[src/rtl/mcd_pkg.sv]
// Shared definitions for the mcd median-of-three selector.
package mcd_pkg;

  // Default sample width in bits (unsigned samples).
  localparam int MCD_WIDTH = 8;

  // One sample at the default width.
  typedef logic [MCD_WIDTH-1:0] mcd_sample_t;

endpackage : mcd_pkg

[src/rtl/mcd_median3_core.sv]
// Combinational median-of-three select driven by precomputed compare flags.
// g01 = a0>a1, g02 = a0>a2, g12 = a1>a2 (all unsigned).
module mcd_median3_core
  import mcd_pkg::*;
#(
  parameter int WIDTH = MCD_WIDTH
) (
  input  logic [WIDTH-1:0] a0,
  input  logic [WIDTH-1:0] a1,
  input  logic [WIDTH-1:0] a2,
  input  logic             g01,
  input  logic             g02,
  input  logic             g12,
  output logic [WIDTH-1:0] med_o
);

  // a0 is the median when it beats exactly one of the other two; otherwise
  // a1 is the median when it sits between a0 and a2 (flags agree), else a2.
  // Ties fall out naturally: an equal pair never sets its flag, which steers
  // selection onto one member of the repeated value.
  always_comb begin
    med_o = a2;
    if ((g01 ^ g02) == 1'b1) begin
      med_o = a0;
    end else if (g01 == g12) begin
      med_o = a1;
    end else begin
      med_o = a2;
    end
  end

endmodule : mcd_median3_core

[src/rtl/mcd.sv]
// Two-stage registered median-of-three selector, one result per clock.
// Stage 1 captures the samples and their pairwise compare flags; stage 2
// selects the median and registers it onto R.
module mcd
  import mcd_pkg::*;
#(
  parameter int WIDTH = MCD_WIDTH
) (
  input  logic             clk,
  input  logic             rst_n,
  input  logic             in_valid,
  input  logic [WIDTH-1:0] a0,
  input  logic [WIDTH-1:0] a1,
  input  logic [WIDTH-1:0] a2,
  output logic [WIDTH-1:0] R,
  output logic             out_valid
);

  // Stage-1 state
  logic [WIDTH-1:0] s1_a0_q, s1_a0_d;
  logic [WIDTH-1:0] s1_a1_q, s1_a1_d;
  logic [WIDTH-1:0] s1_a2_q, s1_a2_d;
  logic             s1_g01_q, s1_g01_d;
  logic             s1_g02_q, s1_g02_d;
  logic             s1_g12_q, s1_g12_d;
  logic             v1_q, v1_d;

  // Stage-2 state
  logic [WIDTH-1:0] r_q, r_d;
  logic             out_valid_q, out_valid_d;

  logic [WIDTH-1:0] med_s;

  // Stage-1 next state: load samples and flags on valid, otherwise hold data.
  always_comb begin
    s1_a0_d  = s1_a0_q;
    s1_a1_d  = s1_a1_q;
    s1_a2_d  = s1_a2_q;
    s1_g01_d = s1_g01_q;
    s1_g02_d = s1_g02_q;
    s1_g12_d = s1_g12_q;
    v1_d     = 1'b0;
    if (in_valid == 1'b1) begin
      s1_a0_d  = a0;
      s1_a1_d  = a1;
      s1_a2_d  = a2;
      s1_g01_d = (a0 > a1);
      s1_g02_d = (a0 > a2);
      s1_g12_d = (a1 > a2);
      v1_d     = 1'b1;
    end else begin
      v1_d     = 1'b0;
    end
  end

  // Stage-1 registers; reset discards any captured triple.
  always_ff @(posedge clk or negedge rst_n) begin
    if (!rst_n) begin
      s1_a0_q  <= {WIDTH{1'b0}};
      s1_a1_q  <= {WIDTH{1'b0}};
      s1_a2_q  <= {WIDTH{1'b0}};
      s1_g01_q <= 1'b0;
      s1_g02_q <= 1'b0;
      s1_g12_q <= 1'b0;
      v1_q     <= 1'b0;
    end else begin
      s1_a0_q  <= s1_a0_d;
      s1_a1_q  <= s1_a1_d;
      s1_a2_q  <= s1_a2_d;
      s1_g01_q <= s1_g01_d;
      s1_g02_q <= s1_g02_d;
      s1_g12_q <= s1_g12_d;
      v1_q     <= v1_d;
    end
  end

  mcd_median3_core #(
    .WIDTH (WIDTH)
  ) u_core (
    .a0    (s1_a0_q),
    .a1    (s1_a1_q),
    .a2    (s1_a2_q),
    .g01   (s1_g01_q),
    .g02   (s1_g02_q),
    .g12   (s1_g12_q),
    .med_o (med_s)
  );

  // Stage-2 next state: publish the median when stage 1 was valid, else hold R.
  always_comb begin
    r_d         = r_q;
    out_valid_d = 1'b0;
    if (v1_q == 1'b1) begin
      r_d         = med_s;
      out_valid_d = 1'b1;
    end else begin
      out_valid_d = 1'b0;
    end
  end

  // Stage-2 output registers.
  always_ff @(posedge clk or negedge rst_n) begin
    if (!rst_n) begin
      r_q         <= {WIDTH{1'b0}};
      out_valid_q <= 1'b0;
    end else begin
      r_q         <= r_d;
      out_valid_q <= out_valid_d;
    end
  end

  assign R         = r_q;
  assign out_valid = out_valid_q;

endmodule : mcd

[config.mk]
export PLATFORM = sky130hd
export DESIGN_NAME = mcd
export DESIGN_NICKNAME = d
export VERILOG_FILES = /design/src/rtl/mcd_pkg.sv /design/src/rtl/mcd_median3_core.sv /design/src/rtl/mcd.sv
export SDC_FILE = /design/constraint.sdc
export NUM_CORES = 1
export LEC_CHECK = 0
export CORE_UTILIZATION = 30
export DETAILED_ROUTE_END_ITERATION = 10
export MAX_ROUTING_LAYER = met4
export PLACE_DENSITY = 0.49
export SYNTH_ARGS = -nofsm -noshare
export SYNTH_HDL_FRONTEND = slang
export SYNTH_SLANG_ARGS = --single-unit
export TNS_END_PERCENT = 20
[constraint.sdc]
create_clock -name clk -period 3.6 [get_ports clk]
set_input_delay 0.72 -clock clk [delete_from_list [all_inputs] [get_ports clk]]
set_output_delay 0.72 -clock clk [all_outputs]
set_load 0.02 [all_outputs]
Word-level counts from Yosys, hierarchy flattened
Cells that the tools add are included.

Muxes and demuxes: 4. Bitwise logic cells: 1. Equality and inequality tests: 1. $lt $le $gt $ge: 3.

Operators with widths (number): > comparator 8 bit (3); 2-to-1 mux 8 bit (2); 2-to-1 mux 1 bit (2); == test 1 bit (1); XOR 1 bit (1).

Register bits: 37. Input bits: 27.

Longest topological paths before layout
Gate-level depths: netlist of the first run.

Depth after elaboration: 3. Gate-level depth with buffers: 6. Mapped depth without buffers: 6.

Hierarchy
Synthesis of the first run repeated with hierarchy kept, for this count alone.

Cells, all modules: 218. Area total of the unflattened synthesis: 2532.4 um2.

Modules (own cells, without submodules): mcd (cells an instance 153, area an instance 2048.2 um2, instances 1); mcd_median3_core (cells an instance 65, area an instance 484.2 um2, instances 1).

Worst setup path before layout of the first run
No wires, ideal clock.

Kind: in2reg. Start point: input a2[1]. End point: register s1_g02_q. Data required time: 3477 ps. Data arrival time: 1598 ps. Stages on the path: 6. Library setup time: 123 ps. Setup slack: 1880 ps. Path buffers: 0. Cells stage by stage: inv_1 > ha_1 > nor2b_1 > o211ai_1 > a21oi_1 > o221a_2.

Word-level cells in the longest chain between the ends: 1.

RTL lines: start: declaration (RTL line mcd.sv:14) `input logic [WIDTH-1:0] a2,`; > comparator 8 bit (RTL line mcd.sv:48) `s1_g02_d = (a0 > a2);`; end signal: assignment (RTL line mcd.sv:71) `s1_g02_q <= s1_g02_d;`; end: declaration (RTL line mcd.sv:24) `logic s1_g02_q, s1_g02_d;`.

No other way between the ends. A chain may end at the register's enable or synchronous reset.

Worst setup path after layout of the first run
Start point: register r_q[7] (netlist: R[7]). End point: output R[7].

RTL lines: start: declaration (RTL line mcd.sv:29) `logic [WIDTH-1:0] r_q, r_d;`; start signal: assignment (RTL line mcd.sv:104) `r_q <= {WIDTH{1'b0}};`; start signal: assignment (RTL line mcd.sv:107) `r_q <= r_d;`; end: declaration (RTL line mcd.sv:15) `output logic [WIDTH-1:0] R,`.

No word-level cell between the ends.

==> summary.txt, run 1 <==
Bufs on Longest Clock Path: 2
top-area cell type share of the netlist area: 0.443
core area: 6760 sq um
Mapped Area: 2090 sq um
Layout Skew: 0.00146 ns
worst vdd ir: 0.000158 V
ant diodes: 0
met1 Use GR: 0.200
most common cell after layout, fill and taps aside: dfrtp_1
Worst Path Arrival: 1.27 ns
max-cap viol count: 0
CP bufs+invs: 1
post-cts resize count: 0
Total GRT Usage: 0.152
clock group share of total power: 0.253
initial core utilization: 0.309
Hold-fix buffers, CTS: 0
ratio of final minimum period to clock period: 0.552
Reg clk slew, reported paths: 0.07 ns
final setup fails: 0
die area: 7310 sq um
Slew Limit Headroom: 0.347
share of cells above drive strength 1: 0.163
port bufs: 35
nets@finish: 277
TritonRoute pass-1 iters: 4
Synth Net Count: 240
die width: 85.5 um
RSZ-0062 raised after global routing: no
post-DP HPWL: 3.27 mm
Cell Pwr Density: 436 nW/um^2
cell depth of the worst setup path: 1
post-synthesis sequential area ratio: 0.443
Comb power frac: 0.299
post-synthesis instance total: 189
Setup TNS: 0 ns
DRT iter0 DRCs: 40
Hold Crit Depth: 1
GRT Max-Usage Layer: met2
routed wire length: 4.55 mm
Sw Pwr: 0.357 mW
Syn-to-layout area delta: 24.0%
max incr delay on CP: 0.61 ns
M2 GR Usage: 0.225
FF+latch count, synth: 37
first-pass GRT wire length: 8.05 mm
Syn Area/Cell: 11.1 sq um
# rows: 30
most area-consuming cells after synthesis: dfrtp_1 (44%), ha_1 (14%), mux2_2 (13%), inv_1 (4.3%), a21oi_1 (2.9%)
Max Slew Vio Count: 0
CP cell instances: clkdlybuf4s50_1
GP Congestion: 0.723
Vias/cell: 4.91
vias after detailed routing: 1508
Critical Path RT: 2.88 ns
Flop pwr share: 0.448
FF-to-FF path depth: 4
synth unique cells: 21
wire length per cell: 14.8 um
CTS tree: done
cts bufs inserted: 5
antenna-violating nets left: 0
largest net degree at the start of global routing: 38
Slowest cell on crit path: clkdlybuf4s50_1
Tmin final: 1.99 ns
# IOs: 36
Root Buffer: clkbuf_8
worst hold path class: reg2reg
Leak: 1.15 nW
Switching Fraction: 0.316
final hold vios: 0
Highest Clock Rate: 503 MHz
Final Util: 0.384
crit path kind: reg2out
Pint: 0.774 mW
vias in the first global route: 1585
worst-margin pin slew: 0.976 ns
htree depth: 2
synth warn: 0
setup bufs post-CTS: 0
crit start category: register
run status: finished, final reports clean
DRC viols: 0
global route overflow: 0
initial antenna violation count: 0
met3 usage: 0.0340
die height: 85.5 um
clk_lat worst skew: 0.29 ns
post-synth top area cell: dfrtp_1
CP Max Fanout: 2
CP delay by family, top: buffers and inverters
clock sinks: 37
CP Capture Type: output port
commonest non-fill, non-tap cells in the layout: dfrtp_1 (37), clkdlybuf4s50_1 (34), inv_1 (24), mux2_2 (24), ha_1 (24)
layout make-up:
class / count / area, sq um
Fill cell: 679 / 4160
Multi-Input combinational cell: 122 / 1040
Sequential cell: 37 / 926
Timing Repair Buffer: 36 / 353
Tap cell: 80 / 100
Inverter: 24 / 90.1
Clock buffer: 6 / 72.6
Clock inverter: 2 / 10.0
logic make-up after synthesis:
family | Yosys count | share of synthesized area
AOI/OAI and AO/OA | 45 | 0.138
xor gates and xnor gates | 3 | 0.0162
adders and majority gates | 24 | 0.144
buffers and inverters | 30 | 0.0592
DFF | 37 | 0.443
muxes | 24 | 0.129
and+or+nand+nor | 26 | 0.0706
metal layers:
metal  vias to the layer above  share of wire
met3                         8          0.030
met1                       721           0.50
met5                         -              0
li1                        753              -
met4                         0          0.020
met2                        26           0.45
registers in the layout, indices dropped and copies added (netlist names):
signal and flops:
s1_a2_q 8, s1_g01_q 1, R 8, out_valid 1
s1_g02_q 1, s1_a1_q 8, v1_q 1, s1_g12_q 1
s1_a0_q 8
power by group through the flow:
stage               clock (mW)  combinational (mW)  sequential (mW)
floorplan                    0               0.173            0.542
global placement             0               0.345            0.516
detailed placement           0               0.344            0.517
CTS                      0.296               0.346            0.508
global route             0.318               0.378            0.516
finish                   0.286               0.338            0.507
Yosys cell counts, drive strengths merged:
master,instances
clkbuf,2
o211ai,6
inv,24
xor2,1
xnor2,2
ha,24
and2b,6
mux2,24
a21oi,12
nand4,6
dfrtp,37
nor2,3
o22ai,8
nand2,6
o221a,3
o21ai,8
nor2b,5
a211oi,8
buf,4
path summary, 6_finish.rpt:
check,start,slack [ns],end
max,R[7],1.61,R[7]
min,s1_a2_q[0],0.50,s1_a2_q[0]
max reg2reg,s1_g01_q,1.72,R[1]
min reg2reg,s1_a2_q[0],0.50,s1_a2_q[0]
max in group asynchronous,rst_n,2.54,R[6]
min in group asynchronous,rst_n,0.52,s1_a1_q[1]
metrics by stage:
stage	setup slack (ns)	hold slack [ns]	std cells	instance area (sq um)	total power, mW
2_1_floorplan	1.88	0.424	189	2090	0.714
3_3_place_gp	1.31	0.485	299	2510	0.860
3_5_place_dp	1.29	0.490	299	2510	0.860
4_1_cts	1.61	0.508	307	2590	1.15
5_1_grt	1.52	0.519	307	2590	1.21
6_report	1.61	0.504	307	2590	1.13
Note: power is estimated with default switching activity, not from simulation.
==> run 2, diff against run 1 <==
--- a/config.mk
+++ b/config.mk
@@ -8,7 +8,7 @@
 export CORE_UTILIZATION = 30
 export DETAILED_ROUTE_END_ITERATION = 10
 export MAX_ROUTING_LAYER = met4
-export PLACE_DENSITY = 0.49
+export PLACE_DENSITY = 0.51
 export SYNTH_ARGS = -nofsm -noshare
 export SYNTH_HDL_FRONTEND = slang
 export SYNTH_SLANG_ARGS = --single-unit
==> constraint.sdc (replaced) <==
create_clock -name clk -period 1.6 [get_ports clk]
set_input_delay 0.32 -clock clk [delete_from_list [all_inputs] [get_ports clk]]
set_output_delay 0.32 -clock clk [all_outputs]
set_load 0.02 [all_outputs]
==> run 2 against run 1 <==
  * Clock power is 110% higher
  * Final area is 4.3% higher
  * Hold slack got worse by 0.43 ns
  * Count of clock-buffer cells in the layout decreased by 1
  * Utilization up 1.6 points
  * Die area unchanged
==> summary.txt, run 2 (synthesis gave the netlist of run 1 again) <==
port bufs: 35 (unchanged)
TritonRoute pass-1 iters: 4 (unchanged)
Switching Fraction: 0.313 (-0.00285)
Vias/cell: 4.86 (-1.1%)
Worst R2R Start: s1_g01_q
post-DP HPWL: 3.49 mm (+6.7%)
CTS tree: done
crit path kind: reg2out
commonest non-fill, non-tap cells in the layout: dfrtp_1 (36), clkdlybuf4s50_1 (26), mux2_2 (24), inv_1 (23), ha_1 (23)
initial antenna violation count: 0 (unchanged)
first-pass GRT wire length: 8.00 mm (-0.60%)
Reg clk slew, reported paths: 0.07 ns (about the same)
worst vdd ir: 0.000313 V (+98%)
Root Buffer: clkbuf_8
Setup Slack @ Placement: -0.316 ns (-1.61 ns)
GRT Max-Usage Layer: met2
CP startpoint: R[2]
Tmin final: 1.55 ns
worst-margin pin slew: 0.622 ns (-0.354 ns)
FILL cells: 668 (-1.6%)
die height: 85.5 um (unchanged)
share of cells above drive strength 1: 0.216 (+0.0525)
largest net degree at the start of global routing: 38 (unchanged)
Worst Path Arrival: 1.23 ns (-0.04 ns)
wire length per cell: 15.3 um (+3.5%)
global route overflow: 0 (unchanged)
CP bufs+invs: 1 (unchanged)
die width: 85.5 um (unchanged)
CP delay by family, top: buffers and inverters
vias after detailed routing: 1515 (+0.46%)
setup bufs post-CTS: 0 (unchanged)
run status: finished, final reports clean
Highest Clock Rate: 646 MHz
ratio of final minimum period to clock period: 0.968
most common cell after layout, fill and taps aside: dfrtp_1
clock group share of total power: 0.235 (-0.018)
Leak: 1.26 nW (+9.5%)
Layout Skew: 0.00292 ns (+0.00146 ns)
GP Congestion: 0.761 (+5.3%)
placed cell areas: 2570 sq um (+2.6%)
core area: 6760 sq um (unchanged)
clock sinks: 37 (unchanged)
fin area: 2700 sq um (+4.3%)
DRC viols: 0 (unchanged)
Max Slew Vio Count: 0 (unchanged)
cts bufs inserted: 5 (unchanged)
Pint: 1.78 mW (+130%)
routed wire length: 4.78 mm (+5.2%)
ant diodes: 0 (unchanged)
Comb power frac: 0.323 (+0.024)
met3 usage: 0.0214 (-0.0126)
Bufs on Longest Clock Path: 2 (unchanged)
M2 GR Usage: 0.224 (-0.00145)
antenna-violating nets left: 0 (unchanged)
max incr delay on CP: 0.60 ns (about the same)
worst hold path class: in2async
met1 Use GR: 0.204 (+0.00389)
Slew Limit Headroom: 0.585 (+0.238)
CP Max Fanout: 2 (unchanged)
htree depth: 2 (unchanged)
crit start category: register
DRT iter0 DRCs: 31 (-23%)
Syn-to-layout area delta: 29.3%
clk_lat worst skew: 0.29 ns (about the same)
CP cell instances: clkdlybuf4s50_1
final setup fails: 0 (unchanged)
# IOs: 36 (unchanged)
Cell Pwr Density: 955 nW/um^2 (+120%)
CP Capture Type: output port
Slowest cell on crit path: clkdlybuf4s50_1
Sw Pwr: 0.808 mW (+130%)
die area: 7310 sq um (unchanged)
max-cap viol count: 0 (unchanged)
Final WS setup: 0.0508 ns (-1.56 ns)
final hold vios: 0 (unchanged)
Total GRT Usage: 0.150 (-0.00121)
# rows: 30 (unchanged)
FF-to-FF path depth: 5 (+1)
nets@finish: 284 (+2.5%)
flop2flop setup slack: 0.10 ns (-1.62 ns)
vias in the first global route: 1585 (unchanged)
Critical Path RT: 1.28 ns (-1.60 ns)
initial core utilization: 0.309 (unchanged)
Reg2Reg Capture Point: R[1]
RSZ-0062 raised after global routing: yes
Flop pwr share: 0.442 (-0.006)
run 2: worst max path at each step:
stage                    end  slack [ns]  cells past startpoint
global placement    s1_g01_q       -0.29                      7
floorplan           s1_g02_q        0.28                      6
global route        s1_g12_q       -0.03                      6
detailed placement  s1_g01_q       -0.32                      7
finish                  R[2]        0.05                      1
CTS                 s1_g12_q       0.005                      7
run 2: per-stage QoR:
step / util / instances / hold slack [ns] / setup TNS [ns] / total power [mW]
2_1_floorplan: - / 189 / 0.0244 / 0 / 1.61
3_3_place_gp: 0.381 / 306 / 0.403 / -1.05 / 1.98
3_5_place_dp: 0.381 / 306 / 0.412 / -0.946 / 1.99
4_1_cts: 0.394 / 312 / 0.0912 / 0 / 2.62
5_1_grt: 0.400 / 312 / 0.120 / -0.0558 / 2.76
6_report: 0.400 / 312 / 0.0720 / 0 / 2.58
run 2: what timing repair did:
action | in CTS | in global routing
pin swaps | 0 | 1
cloned | 0 | 0
hold buffers | 0 | 0
gates resized for setup | 3 | 13
setup endpoints to repair | 2 | 13
run 2: power groups by stage:
stage | sequential (mW) | combinational, mW | clock (mW)
after floorplan | 1.22 | 0.388 | 0
after detailed placement | 1.16 | 0.825 | 0
after global routing | 1.16 | 0.919 | 0.682
after global placement | 1.16 | 0.822 | 0
after CTS | 1.14 | 0.834 | 0.642
final | 1.14 | 0.835 | 0.606
run 2: metal layers:
metal / vias up / share of wire
li1: 764 / -
met1: 718 / 0.50
met2: 28 / 0.46
met3: 5 / 0.025
met4: 0 / 0.011
met5: - / 0
run 2: layout make-up:
type	count	area, sq um	area share
Multi-Input combinational cell	122	1070	0.398
Sequential cell	37	927	0.343
Timing Repair Buffer	43	438	0.162
Tap cell	80	100	0.0370
Inverter	24	90.1	0.0333
Clock buffer	5	68.8	0.0255
Clock inverter	1	5.00	0.00185
==> run 3, diff against run 2 <==
--- a/config.mk
+++ b/config.mk
@@ -5,6 +5,7 @@
 export SDC_FILE = /design/constraint.sdc
 export NUM_CORES = 1
 export LEC_CHECK = 0
+export CORE_ASPECT_RATIO = 1.75
 export CORE_UTILIZATION = 30
 export DETAILED_ROUTE_END_ITERATION = 10
 export MAX_ROUTING_LAYER = met4
==> run 3 against run 2 <==
  * Critical path depth grew 5
  * Total power grew 13%
  * Routed wire length grew 0.15%
  * Combinational power shrank 3.5%
  * Final cell count grew 1.3%
  * Via count grew 0.20%
  * Die area grew 0.18%
  * Largest cell class unchanged
==> summary.txt, run 3 (synthesis gave the netlist of run 1 again) <==
Cell Pwr Density: 1070 nW/um^2 (+12%)
crit start category: input pin
die width: 65.1 um (-24%)
share of cells above drive strength 1: 0.192 (-0.0232)
clk_lat worst skew: 0.28 ns (about the same)
largest net degree at the start of global routing: 35 (-7.9%)
ratio of final minimum period to clock period: 0.968 (about the same)
initial antenna violation count: 0 (unchanged)
DRC viols: 0 (unchanged)
Worst Path Arrival: 1.72 ns (+0.49 ns)
nets@finish: 285 (+0.35%)
clock sinks: 37 (unchanged)
run status: finished, final reports clean
final hold vios: 0 (unchanged)
FILL cells: 680 (+1.8%)
CTS tree: done
Total GRT Usage: 0.152 (+0.00193)
worst-margin pin slew: 0.563 ns (-0.0591 ns)
final setup fails: 0 (unchanged)
die height: 112 um (+32%)
die area: 7320 sq um (+0.18%)
most common cell after layout, fill and taps aside: dfrtp_1
Final Util: 0.413 (+0.0133)
Vias/cell: 4.80 (-1.1%)
first-pass GRT wire length: 7.89 mm (-1.4%)
max-cap viol count: 0 (unchanged)
antenna-violating nets left: 0 (unchanged)
CP Max Fanout: 3 (+1)
global route overflow: 0 (unchanged)
htree depth: 2 (unchanged)
GP Congestion: 0.792 (+4.0%)
area of the multi-input gates: 1050 sq um (-2.4%)
DRT iter0 DRCs: 57 (+84%)
CP Capture Type: register
worst hold path class: in2reg
Critical Path RT: 1.77 ns (+0.49 ns)
initial core utilization: 0.315 (+0.00560)
vias in the first global route: 1568 (-1.1%)
Root Buffer: clkbuf_16
Leak: 1.25 nW (-0.88%)
crit path kind: in2reg
Bufs on Longest Clock Path: 2 (unchanged)
routed wire length: 4.79 mm (+0.15%)
worst vdd ir: 0.000596 V (+91%)
Setup Slack @ Placement: -0.315 ns (+0.00137 ns)
ant diodes: 0 (unchanged)
Tmin final: 1.55 ns (+0.000244 ns)
vias after detailed routing: 1518 (+0.20%)
TritonRoute pass-1 iters: 4 (unchanged)
Final WS setup: 0.0506 ns (-0.000244 ns)
core area: 6640 sq um (-1.8%)
Highest Clock Rate: 645 MHz (about the same)
Reg clk slew, reported paths: 0.06 ns (about the same)
port bufs: 35 (unchanged)
Max Slew Vio Count: 0 (unchanged)
Layout Skew: 0.00447 ns (+0.00155 ns)
commonest non-fill, non-tap cells in the layout: dfrtp_1 (36), clkdlybuf4s50_1 (29), inv_1 (24), mux2_2 (24), ha_1 (24)
post-DP HPWL: 3.64 mm (+4.4%)
Syn-to-layout area delta: 31.2%
# IOs: 36 (unchanged)
FF+latch area: 927 sq um (unchanged)
cts bufs inserted: 5 (unchanged)
wire length per cell: 15.2 um (-1.1%)
RSZ-0062 raised after global routing: yes
total power draw: 2.93 mW (+13%)
# rows: 39 (+30%)
Slew Limit Headroom: 0.624 (+0.0394)
run 3: cell count changes in the layout (fill, tap and decap cells not counted), moves of 2 or more:
cell,delta
clkdlybuf4s50_1,+3
a211oi_2,-2
dlymetal6s2s_1,-4
a211oi_1,+2
clkbuf_8,-4
clkbuf_16,+5
run 3: cell type report:
type | count | area share
multi-input cells | 122 | 0.382
inverters | 24 | 0.0328
clock buffers | 7 | 0.0520
repair buffers | 44 | 0.158
well taps | 82 | 0.0374
flip-flops and latches | 37 | 0.338
run 3: report_power, final:
group          internal (mW)  switching, mW  leakage, nW
Clock                  0.611          0.365       0.0700
Combinational          0.407          0.399        0.748
Sequential              1.07         0.0739        0.434
Total                   2.09          0.838         1.25
run 3: path summary, 6_finish.rpt:
path	endpoint	slack, ns	depth (start not counted)	from
hold reg to reg	s1_a0_q[3]	0.50	1	s1_a0_q[3]
min in group asynchronous	s1_g02_q	0.52	2	rst_n
setup reg to reg	R[3]	0.10	5	s1_g01_q
hold / removal	s1_a2_q[1]	0.33	2	a2[1]
setup / recovery	s1_g02_q	0.05	6	a2[7]
max in group asynchronous	R[2]	0.51	3	rst_n
run 3: layer usage:
metal  GRT usage  wire length (um)  vias to the layer above
met5           -                 0                        -
met2       0.256              2570                       22
met1       0.169              2000                      725
met3      0.0315               116                        8
li1            -                 -                      763
met4      0.0696               112                        0
run 3: stage by stage:
step	TNS (ns)	cells	cell area [sq um]	hold slack, ns
after floorplan	0	189	2090	0.0244
after global placement	-1.19	308	2580	0.275
after detailed placement	-0.961	308	2580	0.276
after CTS	0	316	2740	0.476
after global routing	-0.0172	316	2740	0.342
final	0	316	2740	0.329
run 3: worst max-delay path, cell delays in order:
cell and delay [ns]:
clkdlybuf4s50_1 0.49, inv_1 0.06, ha_1 0.31, a21oi_1 0.15
o211ai_1 0.13, o221a_2 0.25
run 3: repair_timing:
item,CTS,global route
buffers inserted,0,0
pin swaps,0,1
endpoints found under the setup margin,8,7
gates resized for setup,3,4
hold endpoints to repair,15,0
hold buffers,1,0
